## config.mk

```make
export PLATFORM = sky130hd
export DESIGN_NAME = riscv_m_unit_param_flat
export DESIGN_NICKNAME = d
export VERILOG_FILES = /design/src/rtl/riscv_m_unit_param_if.sv /design/src/rtl/riscv_m_unit_param.sv /design/src/flat_wrapper.sv
export SDC_FILE = /design/constraint.sdc
export NUM_CORES = 2
export LEC_CHECK = 0
export ABC_CLOCK_PERIOD_IN_PS = 9600
export CORE_MARGIN = 2
export CORE_UTILIZATION = 50
export DETAILED_ROUTE_END_ITERATION = 8
export GPL_ROUTABILITY_DRIVEN = 0
export GPL_TIMING_DRIVEN = 0
export PLACE_DENSITY = 0.67
export SYNTH_ARGS = -nofsm -noshare
export SYNTH_HDL_FRONTEND = slang
export SYNTH_SLANG_ARGS = --single-unit
```

## constraint.sdc

```tcl
create_clock -name clk -period 9.6 [get_ports clk]
set_input_delay 2.4 -clock clk [delete_from_list [all_inputs] [get_ports clk]]
set_output_delay 2.4 -clock clk [all_outputs]
set_load 0.1 [all_outputs]
```

## src/rtl/riscv_m_unit_param_if.sv

```systemverilog
// PCPI request/response bundle between the host core (master) and the M unit (slave).
interface riscv_m_unit_param_if;
  logic        valid;
  logic [31:0] instruction;
  logic [31:0] rs1;
  logic [31:0] rs2;
  logic        wr;
  logic [31:0] rd;
  logic        busy;
  logic        ready;

  modport master (output valid, instruction, rs1, rs2, input wr, rd, busy, ready);
  modport slave  (input valid, instruction, rs1, rs2, output wr, rd, busy, ready);
endinterface

```

## src/rtl/riscv_m_unit_param.sv

```systemverilog
// RV32M coprocessor on PCPI: pipelined multiplier, radix-configurable restoring
// divider, divide fast paths and a single-entry quotient/remainder reuse cache.
//
// state | meaning
// IDLE  | waiting for a decoded M instruction
// MUL   | product moving through MUL_STAGES pipeline registers
// DIV   | 32/DIV_BITS restoring iterations, then one sign-fixup cycle
// FAST  | result resolved at accept, one cycle of latency
// DONE  | ready/wr pulse with rd valid
// COOL  | ignore the host's trailing valid for one cycle
module riscv_m_unit_param #(
  parameter int MUL_STAGES       = 1,
  parameter int DIV_BITS         = 1,
  parameter int ENABLE_EARLY_OUT = 1,
  parameter int ENABLE_REUSE     = 1
) (
  input logic                 clk,
  input logic                 resetn,
  riscv_m_unit_param_if.slave pcpi
);

  localparam int         DIV_ITERS    = 32 / DIV_BITS;
  localparam logic [5:0] MUL_CNT_INIT = 6'(MUL_STAGES - 1);
  localparam logic [5:0] DIV_CNT_INIT = 6'(DIV_ITERS);

  typedef enum logic [2:0] {
    S_IDLE,
    S_MUL,
    S_DIV,
    S_FAST,
    S_DONE,
    S_COOL
  } state_e;

  state_e      state_q, state_d;
  logic [5:0]  cnt_q, cnt_d;

  logic [31:0] rs1_q, rs2_q;
  logic [2:0]  f3_q;
  logic [32:0] mul_a_q, mul_b_q;
  logic [63:0] mul_pipe_q [MUL_STAGES];
  logic [31:0] rem_q, quo_q, dvs_q;
  logic [31:0] quo_res_q, rem_res_q;
  logic [31:0] c_quo_q, c_rem_q;
  logic        cache_hit;

  // Decode and accept
  logic [2:0]  f3_in;
  logic        dec_hit;
  logic        accept;
  logic        unused_instr;

  assign f3_in        = pcpi.instruction[14:12];
  assign dec_hit      = (pcpi.instruction[6:0] == 7'b0110011) &&
                        (pcpi.instruction[31:25] == 7'b0000001);
  assign unused_instr = ^{pcpi.instruction[24:15], pcpi.instruction[11:7]};
  assign accept       = (state_q == S_IDLE) && pcpi.valid && dec_hit;

  logic        in_is_div, in_sgn;
  logic        a_sgn_in, b_sgn_in;
  logic [31:0] abs1, abs2;

  assign in_is_div = f3_in[2];
  assign in_sgn    = ~f3_in[0];
  assign a_sgn_in  = (f3_in[1:0] != 2'b11);
  assign b_sgn_in  = ~f3_in[1];
  assign abs1      = (in_sgn && pcpi.rs1[31]) ? (32'd0 - pcpi.rs1) : pcpi.rs1;
  assign abs2      = (in_sgn && pcpi.rs2[31]) ? (32'd0 - pcpi.rs2) : pcpi.rs2;

  // Fast paths, resolved entirely at accept
  logic        f_div0, f_ovf, f_early, fast_hit;
  logic [31:0] fast_quo, fast_rem;

  assign f_div0   = (pcpi.rs2 == 32'd0);
  assign f_ovf    = in_sgn && (pcpi.rs1 == 32'h8000_0000) && (pcpi.rs2 == 32'hFFFF_FFFF);
  assign f_early  = (ENABLE_EARLY_OUT != 0) && (abs1 < abs2);
  assign fast_hit = f_div0 || f_ovf || cache_hit || f_early;

  always_comb begin
    fast_quo = '0;
    fast_rem = '0;
    if (f_div0) begin
      fast_quo = 32'hFFFF_FFFF;
      fast_rem = pcpi.rs1;
    end else if (f_ovf) begin
      fast_quo = 32'h8000_0000;
      fast_rem = '0;
    end else if (cache_hit) begin
      fast_quo = c_quo_q;
      fast_rem = c_rem_q;
    end else if (f_early) begin
      fast_quo = '0;
      fast_rem = pcpi.rs1;
    end
  end

  // FSM
  always_ff @(posedge clk or negedge resetn) begin
    if (!resetn) begin
      state_q <= S_IDLE;
      cnt_q   <= '0;
    end else begin
      state_q <= state_d;
      cnt_q   <= cnt_d;
    end
  end

  always_comb begin
    state_d = state_q;
    cnt_d   = cnt_q;
    unique case (state_q)
      S_IDLE: begin
        if (accept) begin
          if (!in_is_div) begin
            state_d = S_MUL;
            cnt_d   = MUL_CNT_INIT;
          end else if (fast_hit) begin
            state_d = S_FAST;
          end else begin
            state_d = S_DIV;
            cnt_d   = DIV_CNT_INIT;
          end
        end
      end
      S_MUL, S_DIV: begin
        if (!pcpi.valid)        state_d = S_IDLE;
        else if (cnt_q == 6'd0) state_d = S_DONE;
        else                    cnt_d   = cnt_q - 6'd1;
      end
      S_FAST:  state_d = pcpi.valid ? S_DONE : S_IDLE;
      S_DONE:  state_d = S_COOL;
      S_COOL:  state_d = S_IDLE;
      default: state_d = S_IDLE;
    endcase
  end

  // Multiplier: sign/zero-extended 33x33 product, low 64 bits kept
  logic [63:0] mul_prod;
  assign mul_prod = {{31{mul_a_q[32]}}, mul_a_q} * {{31{mul_b_q[32]}}, mul_b_q};

  always_ff @(posedge clk or negedge resetn) begin
    if (!resetn) begin
      for (int k = 0; k < MUL_STAGES; k++) mul_pipe_q[k] <= '0;
    end else if (state_q == S_MUL) begin
      mul_pipe_q[0] <= mul_prod;
      for (int k = 1; k < MUL_STAGES; k++) mul_pipe_q[k] <= mul_pipe_q[k-1];
    end
  end

  // Restoring divider: quo_q shifts the dividend out while quotient bits shift in
  logic [31:0] div_rem_nxt, div_quo_nxt;
  logic [32:0] trial;

  always_comb begin
    div_rem_nxt = rem_q;
    div_quo_nxt = quo_q;
    trial       = '0;
    for (int i = 0; i < DIV_BITS; i++) begin
      trial       = {div_rem_nxt, div_quo_nxt[31]};
      div_quo_nxt = {div_quo_nxt[30:0], 1'b0};
      if (trial >= {1'b0, dvs_q}) begin
        trial          = trial - {1'b0, dvs_q};
        div_quo_nxt[0] = 1'b1;
      end
      div_rem_nxt = trial[31:0];
    end
  end

  logic q_neg, r_neg;
  assign q_neg = ~f3_q[0] & (rs1_q[31] ^ rs2_q[31]);
  assign r_neg = ~f3_q[0] & rs1_q[31];

  always_ff @(posedge clk or negedge resetn) begin
    if (!resetn) begin
      rs1_q     <= '0;
      rs2_q     <= '0;
      f3_q      <= '0;
      mul_a_q   <= '0;
      mul_b_q   <= '0;
      rem_q     <= '0;
      quo_q     <= '0;
      dvs_q     <= '0;
      quo_res_q <= '0;
      rem_res_q <= '0;
    end else if (accept) begin
      rs1_q     <= pcpi.rs1;
      rs2_q     <= pcpi.rs2;
      f3_q      <= f3_in;
      mul_a_q   <= {a_sgn_in & pcpi.rs1[31], pcpi.rs1};
      mul_b_q   <= {b_sgn_in & pcpi.rs2[31], pcpi.rs2};
      rem_q     <= '0;
      quo_q     <= abs1;
      dvs_q     <= abs2;
      quo_res_q <= fast_quo;
      rem_res_q <= fast_rem;
    end else if (state_q == S_DIV) begin
      if (cnt_q != 6'd0) begin
        rem_q <= div_rem_nxt;
        quo_q <= div_quo_nxt;
      end else begin
        quo_res_q <= q_neg ? (32'd0 - quo_q) : quo_q;
        rem_res_q <= r_neg ? (32'd0 - rem_q) : rem_q;
      end
    end
  end

  // Reuse cache: captured in DONE so aborted divides never populate it
  if (ENABLE_REUSE != 0) begin : g_reuse
    logic        c_valid_q;
    logic        c_sgn_q;
    logic [31:0] c_rs1_q, c_rs2_q;

    always_ff @(posedge clk or negedge resetn) begin
      if (!resetn) begin
        c_valid_q <= 1'b0;
        c_sgn_q   <= 1'b0;
        c_rs1_q   <= '0;
        c_rs2_q   <= '0;
        c_quo_q   <= '0;
        c_rem_q   <= '0;
      end else if ((state_q == S_DONE) && f3_q[2]) begin
        c_valid_q <= 1'b1;
        c_sgn_q   <= ~f3_q[0];
        c_rs1_q   <= rs1_q;
        c_rs2_q   <= rs2_q;
        c_quo_q   <= quo_res_q;
        c_rem_q   <= rem_res_q;
      end
    end

    assign cache_hit = c_valid_q && (c_rs1_q == pcpi.rs1) && (c_rs2_q == pcpi.rs2) &&
                       (c_sgn_q == in_sgn);
  end else begin : g_no_reuse
    assign c_quo_q   = '0;
    assign c_rem_q   = '0;
    assign cache_hit = 1'b0;
  end

  // Outputs
  logic [63:0] mul_res;
  logic [31:0] result;
  logic        done;

  assign mul_res = mul_pipe_q[MUL_STAGES-1];
  assign done    = (state_q == S_DONE);

  always_comb begin
    result = '0;
    if (f3_q[2])                result = f3_q[1] ? rem_res_q : quo_res_q;
    else if (f3_q[1:0] == 2'b00) result = mul_res[31:0];
    else                        result = mul_res[63:32];
  end

  assign pcpi.ready = done;
  assign pcpi.wr    = done;
  assign pcpi.rd    = done ? result : 32'd0;
  assign pcpi.busy  = (state_q == S_MUL) || (state_q == S_DIV) ||
                      (state_q == S_FAST) || (state_q == S_DONE);

endmodule

```

## src/flat_wrapper.sv

```systemverilog
// flat-port wrapper written by rule: the top's interface ports become plain ports
module riscv_m_unit_param_flat 
#(
  parameter int MUL_STAGES       = 1,
  parameter int DIV_BITS         = 1,
  parameter int ENABLE_EARLY_OUT = 1,
  parameter int ENABLE_REUSE     = 1
)
  (clk, resetn, pcpi_valid, pcpi_instruction, pcpi_rs1, pcpi_rs2, pcpi_wr, pcpi_rd, pcpi_busy, pcpi_ready);
  riscv_m_unit_param_if pcpi_i ();
  input logic clk;
  input logic resetn;
  input wire logic [$bits(pcpi_i.valid)-1:0] pcpi_valid;
  input wire logic [$bits(pcpi_i.instruction)-1:0] pcpi_instruction;
  input wire logic [$bits(pcpi_i.rs1)-1:0] pcpi_rs1;
  input wire logic [$bits(pcpi_i.rs2)-1:0] pcpi_rs2;
  output wire logic [$bits(pcpi_i.wr)-1:0] pcpi_wr;
  output wire logic [$bits(pcpi_i.rd)-1:0] pcpi_rd;
  output wire logic [$bits(pcpi_i.busy)-1:0] pcpi_busy;
  output wire logic [$bits(pcpi_i.ready)-1:0] pcpi_ready;
  assign pcpi_i.valid = pcpi_valid;
  assign pcpi_i.instruction = pcpi_instruction;
  assign pcpi_i.rs1 = pcpi_rs1;
  assign pcpi_i.rs2 = pcpi_rs2;
  assign pcpi_wr = pcpi_i.wr;
  assign pcpi_rd = pcpi_i.rd;
  assign pcpi_busy = pcpi_i.busy;
  assign pcpi_ready = pcpi_i.ready;
  riscv_m_unit_param #(.MUL_STAGES(MUL_STAGES), .DIV_BITS(DIV_BITS), .ENABLE_EARLY_OUT(ENABLE_EARLY_OUT), .ENABLE_REUSE(ENABLE_REUSE)) u_core (.clk(clk), .resetn(resetn), .pcpi(pcpi_i));
endmodule
```

# Yosys cells after proc, flatten, opt, wreduce, memory -nomap -nowiden
# Index checks and enable logic that the tools add are counted.
# op_classes
add_sub_neg	6
multipliers	1
n_lt_le_gt_ge	2
n_eq_ne	18
n_mux	42
bitwise	8
n_reduce_logical	30
# ops
operator	n
2-to-1 mux 32 bit	28
subtractor 1 x 32 -> 32 bit (first input constant)	4
equality test 32 bit	2
equality test 32 bit (second input constant)	2
multiplier 33 x 33 -> 64 bit	1
>= comparator 33 x 32 -> 1 bit	1
zero test 32 bit	1
less-than comparator 32 bit	1
subtractor 32 bit	1
2-to-1 mux 6 bit	5
2-to-1 mux 3 bit	5
one-hot mux 3 bit (4 select lines)	1
one-hot mux 6 bit (2 select lines)	1
logical AND 1 bit	11
equality test 7 x 1 -> 1 bit (second input constant)	1
equality test 7 x 6 -> 1 bit (second input constant)	1
equality test 3 x 2 -> 1 bit (second input constant)	2
zero test 6 bit	1
logical OR 1 bit	6
!= test 2 bit (second input constant)	3
AND reduction 2 bit	3
nonzero test 2 bit	3
nonzero test 6 bit	1
subtractor 6 x 1 -> 6 bit (second input constant)	1
14 further kinds	21
# totals
ff_bits	496
input_bits	99

# Logic depth before layout (Yosys ltp)
# depth
depth_word	10
mapped_depth	31
ltp_nobuf	28

# Least setup slack after synthesis
# Ideal clock, no wire load.
# synth_timing
path_kind	reg-to-reg
from	register u_core.mul_b_q[4]
to	register u_core.mul_pipe_q[63] (netlist name)
setup_time_ns	0.135
arrival_ns	7.973
path_slack_ns	1.492
stages_incl_launch_ff	27
path_buffers	2
period_less_slack_ns	8.108
cell_sequence	dfrtp_1 > clkbuf_1 > clkbuf_1 > nand2_1 > fa_1 > fa_1 > inv_1 > fa_1 > inv_1 > fa_1 > inv_1 > fa_1 > fa_1 > fa_1 > inv_1 > fa_1 > inv_1 > ha_1 > and3_2 > nand3_1 > or4_1 > a21o_1 > a31oi_2 > a31oi_1 > a21oi_1 > xnor2_1 > o21ai_0
# synth_between
elab_chain_cells	1
# synth_rtl
element	line_no	source
start: declaration	riscv_m_unit_param.sv:40	logic [32:0] mul_a_q, mul_b_q;
start signal: assignment	riscv_m_unit_param.sv:190	mul_b_q <= {b_sgn_in & pcpi.rs2[31], pcpi.rs2};
multiplier 33 x 33 -> 64 bit	riscv_m_unit_param.sv:139	assign mul_prod = {{31{mul_a_q[32]}}, mul_a_q} * {{31{mul_b_q[32]}}, mul_b_q};
end: declaration	riscv_m_unit_param.sv:41	logic [63:0] mul_pipe_q [MUL_STAGES];
# Every way passes these cells.
# A chain may end at the register's enable or synchronous reset.

# Worst setup path after layout
# layout_timing
from	register u_core.mul_a_q[27]
to	register u_core.mul_pipe_q[58] (netlist name)
# layout_between
elab_chain_cells	1
# layout_rtl
element	line_no	source
start: declaration	riscv_m_unit_param.sv:40	
start signal: assignment	riscv_m_unit_param.sv:189	mul_a_q <= {a_sgn_in & pcpi.rs1[31], pcpi.rs1};
multiplier 33 x 33 -> 64 bit	riscv_m_unit_param.sv:139	
# Every way passes these cells.

==> summary.md <==
| Metric | Value |
|---|---|
| Status | `complete, but fails checks` |
| Violated checks | `capacitance limit, slew limit, setup timing` |
| CORE AREA | `124000 sq um` |
| Crit path time final | `between 9 and 10 ns` |
| Crit Path Class | `reg2reg` |
| Lkg Pwr | `about 33 nW` |
| Die height | `about 360 microns` |
| Max-cap viol count | `1` |
| Largest net degree at the start of global routing | `121` |
| Sequential share of the synthesized area | `17.2%` |
| Area of the multi-input gates | `46300 sq um` |
| Ports | `about 130` |
| Placed Cells | `8597` |
| WL met2 | `around 110000 microns` |
| Antenna Nets Post-Route | `0` |
| Buffers on Ports | `between 80 and 90` |
| CTS clk-pin slew, worst paths | `~0.06 ns` |
| Die area | `128000 sq um` |
| Pins Over Slew Limit | `1` |
| Antenna violations before repair | `47` |
| Detail Placement HPWL | `206000 microns` |
| Vias/cell | `6.15` |
| Fin. Hold Viols | `0` |
| Layout Area Growth over Synthesis | `8.41%` |
| Wl on met1 | `88700 microns` |
| FF+latch count, synth | `around 430` |
| Ys Warns | `0` |
| Post-DR wirelength/cell | `~29 microns` |
| Accumulated negative setup slack | `-0.400 ns` |
| Sequential Area | `approximately 11000 sq um` |
| First-pass GRT wire length | `about 360000 microns` |
| Cell area power density | `around 60 nW/um^2` |
| Post-synth EDFFs | `0` |
| Worst-Margin Slew | `~1.5 ns` |
| Initial core utilization | `between 50% and 60%` |
| H-tree levels | `2` |
| Num CTS Buffers | `49` |
| Syn Std Cell Area | `62800 sq um` |
| Syn Nets | `8379` |
| Vias in the first global route | `around 53000` |
| Critical Path Most Common Cell | `fa_1` |
| Main synth FF type | `dfrtp_1` |
| Yosys cell types | `87` |
| Slew HR | `-0.117%` |
| Layout cells sized above 1 | `6.66%` |
| Drt first pass iters | `9` |
| Post-route cell area | `about 68000 sq um` |
| Root Buffer Master | `clkbuf_16` |
| CP endpoint kind | `flop` |
| First-iteration detailed-routing DRC count | `approximately 7000` |
| Clock Latency Late Sink | `approximately 0.63 ns` |
| Startpoint Class | `flop` |
| Max Buffers Root-to-Sink | `3` |
| Sink Count | `between 400 and 500` |
| Row count | `approximately 130` |
| CTS tree | `done` |
| Peak supply drop | `0.119 mV` |
| Synth Instances | `approximately 6900` |
| Top Metal Used | `met5` |
| Drt drc | `0` |
| Post-layout net count | `roughly 8500` |
| Congestion Overflow GR | `0` |
| Final WS setup | `-0.162 ns` |
| Filler cells | `around 11000` |
| Worst-path fanout max | `10` |
| Cell Count, Final, Fillers Out | `8723` |
| Req. time, crit path | `10.06 ns` |
| Final critical-path share of the clock period | `102%` |
| Clock Skews | `~0.028 ns` |
| Area after DPL | `approximately 66000 sq um` |
| Slowest CP cell | `dfrtp_1` |
| Final setup violating endpoints | `5` |
| Die span in x | `approximately 360 microns` |
| Crit path DAT | `10.22 ns` |
| Fmax | `102 MHz` |
| Avg Inst Size Synth | `9.13 sq um` |
| FFs w/ async S/R, synth | `100%` |
| Wirelength, routed | `between 200000 and 300000 microns` |
| Gr usage total | `approximately two fifths` |
| DR vias | `53700` |
| Crit-path max cell delay | `0.89 ns` |
| Hold crit path type | `reg2reg` |
| Met3 Wirelength | `between 30000 and 40000 microns` |
[placed cells by master, fill, tap and decap left out, drive strengths merged, types with 16 or more instances in the layout]
master / instances
inv: 1137
nor3: 76
a21o: 61
nand4: 35
nor2: 184
nor4: 36
mux2i: 34
a211oi: 90
o21ai: 266
and2: 537
xor2: 116
fa: 1126
nand2b: 44
clkbuf: 433
and3: 45
nand3: 62
mux2: 122
a21oi: 242
a31oi: 25
a22oi: 32
xnor2: 159
dfrtp: 431
nor2b: 84
ha: 283
o22ai: 16
clkdlybuf4s50: 84
o31ai: 19
diode: 41
nand2: 1041
buf: 62
[final timing paths]
path / endpoint / from / depth (start not counted) / slack, ns
setup / recovery: u_core.mul_pipe_q[58]$_DFFE_PN0P_ / u_core.mul_a_q[27]$_DFFE_PN0P_ / 27 / -0.16
min in group asynchronous: u_core.rem_q[4]$_DFFE_PN0P_ / resetn / 1 / 1.80
hold reg to reg: u_core.mul_pipe_q[0]$_DFFE_PN0P_ / u_core.mul_pipe_q[0]$_DFFE_PN0P_ / 2 / 0.47
setup reg to reg: u_core.mul_pipe_q[58]$_DFFE_PN0P_ / u_core.mul_a_q[27]$_DFFE_PN0P_ / 27 / -0.16
hold / removal: u_core.mul_pipe_q[0]$_DFFE_PN0P_ / u_core.mul_pipe_q[0]$_DFFE_PN0P_ / 2 / 0.47
max in group asynchronous: u_core.mul_b_q[4]$_DFFE_PN0P_ / resetn / 2 / 6.63
[power by group]
part           total [W]  switching, W  internal [W]
sequential       0.00182    0.00000360       0.00182
combinational   0.000320      0.000221     0.0000990
clock            0.00193      0.000823       0.00110
total            0.00407       0.00105       0.00302
[registers in the layout (all words and copies together) (netlist names), 3 cells and up]
| name | cells |
|---|---|
| u_core.dvs_q | 32 |
| u_core.mul_a_q | 33 |
| u_core.c_quo_q | 32 |
| u_core.mul_b_q | 32 |
| u_core.quo_q | 32 |
| u_core.quo_res_q | 32 |
| u_core.state_q | 3 |
| u_core.g_reuse.c_rs2_q | 32 |
| u_core.mul_pipe_q | 64 |
| u_core.cnt_q | 6 |
| u_core.rem_res_q | 32 |
| u_core.g_reuse.c_rs1_q | 32 |
| u_core.c_rem_q | 32 |
| u_core.f3_q | 3 |
| u_core.rem_q | 32 |
[layout make-up]
cell class	instances	share of cell area, %
diodes	41	0.151
plain buffers	403	2.67
clock buffers	74	2.13
clock inverters	17	0.256
inverters	1137	6.28
multi-input cells	4881	68.0
flip-flops and latches	431	15.9
well taps	1637	3.01
repair buffers	102	1.54
[critical path: cells and delay by family (launching register included)]
family / cells / cell delay [ns]
AO/OA/AOI/OAI: 8 / 1.96
XOR/XNOR: 1 / 0.61
adder cells (fa/ha/maj): 9 / 4.52
buffers and inverters: 6 / 1.00
flip-flops: 1 / 0.89
AND/OR/NAND/NOR: 3 / 0.59
[stage by stage]
stage               total power, W  setup slack, ns  hold WS, ns  utilization, %
finish                     0.00407           -0.162        0.471            54.8
CTS                        0.00405           0.0125        0.476            54.5
detailed placement         0.00216            -2.74        0.462            53.0
global route               0.00415           -0.103        0.488            54.7
global placement           0.00215           -13.05        0.452            52.9
floorplan                  0.00200             1.49        0.438               -
[synth_stat cells (5+ instances only)]
library cell	count	area, sq um
inv_1	1137	4270
fa_1	1126	22500
nand2_1	1041	3910
and2_1	535	3350
dfrtp_1	431	10800
clkbuf_1	385	1450
ha_1	283	3540
o21ai_0	262	1310
a21oi_1	240	1200
nor2_1	181	679
xnor2_1	159	1390
mux2_2	122	1370
xor2_1	116	1020
a211oi_1	90	676
nor2b_1	84	526
nor3_1	76	380
nand3_1	62	310
a21o_1	57	428
nand2b_1	44	275
and3_1	41	257
nand4_1	35	219
mux2i_1	34	340
a22oi_1	32	240
nor4_1	32	200
a31oi_1	22	138
o31ai_1	17	128
o22ai_1	16	100
buf_2	14	70.1
o21bai_1	12	90.1
buf_1	10	37.5
o21a_1	10	75.1
or4_1	10	75.1
o211ai_1	9	67.6
a221o_1	8	80.1
a2bb2oi_1	8	70.1
or3_1	8	50.1
buf_4	7	52.6
a211o_1	6	52.6
and4_1	5	43.8
nor3b_1	5	37.5
o41ai_1	5	43.8
or2_2	5	31.3
[metal layers]
layer	GRT usage [%]	vias to the layer above
met1	48.3	26700
met2	56.7	4001
met3	17.3	1311
met5	0.444	-
met4	27.8	32
li1	-	21600
[cells by family after synthesis]
kind of cell	count (synthesis)	synth area share, %
and+or+nand+nor	2191	16.9
muxes	156	2.73
AOI/OAI and AO/OA	850	8.35
buffers and inverters	1559	9.45
adders and majority gates	1409	41.6
DFF	431	17.2
xor gates and xnor gates	275	3.84
[what timing repair did]
item,in CTS,in global routing
gates resized for setup,131,165
hold buffers,0,0
gates cloned,0,0
pin swaps,4,4
setup endpoints to repair,20,12
setup buffers,7,6
No activity file was read; power rests on OpenSTA's default activity.
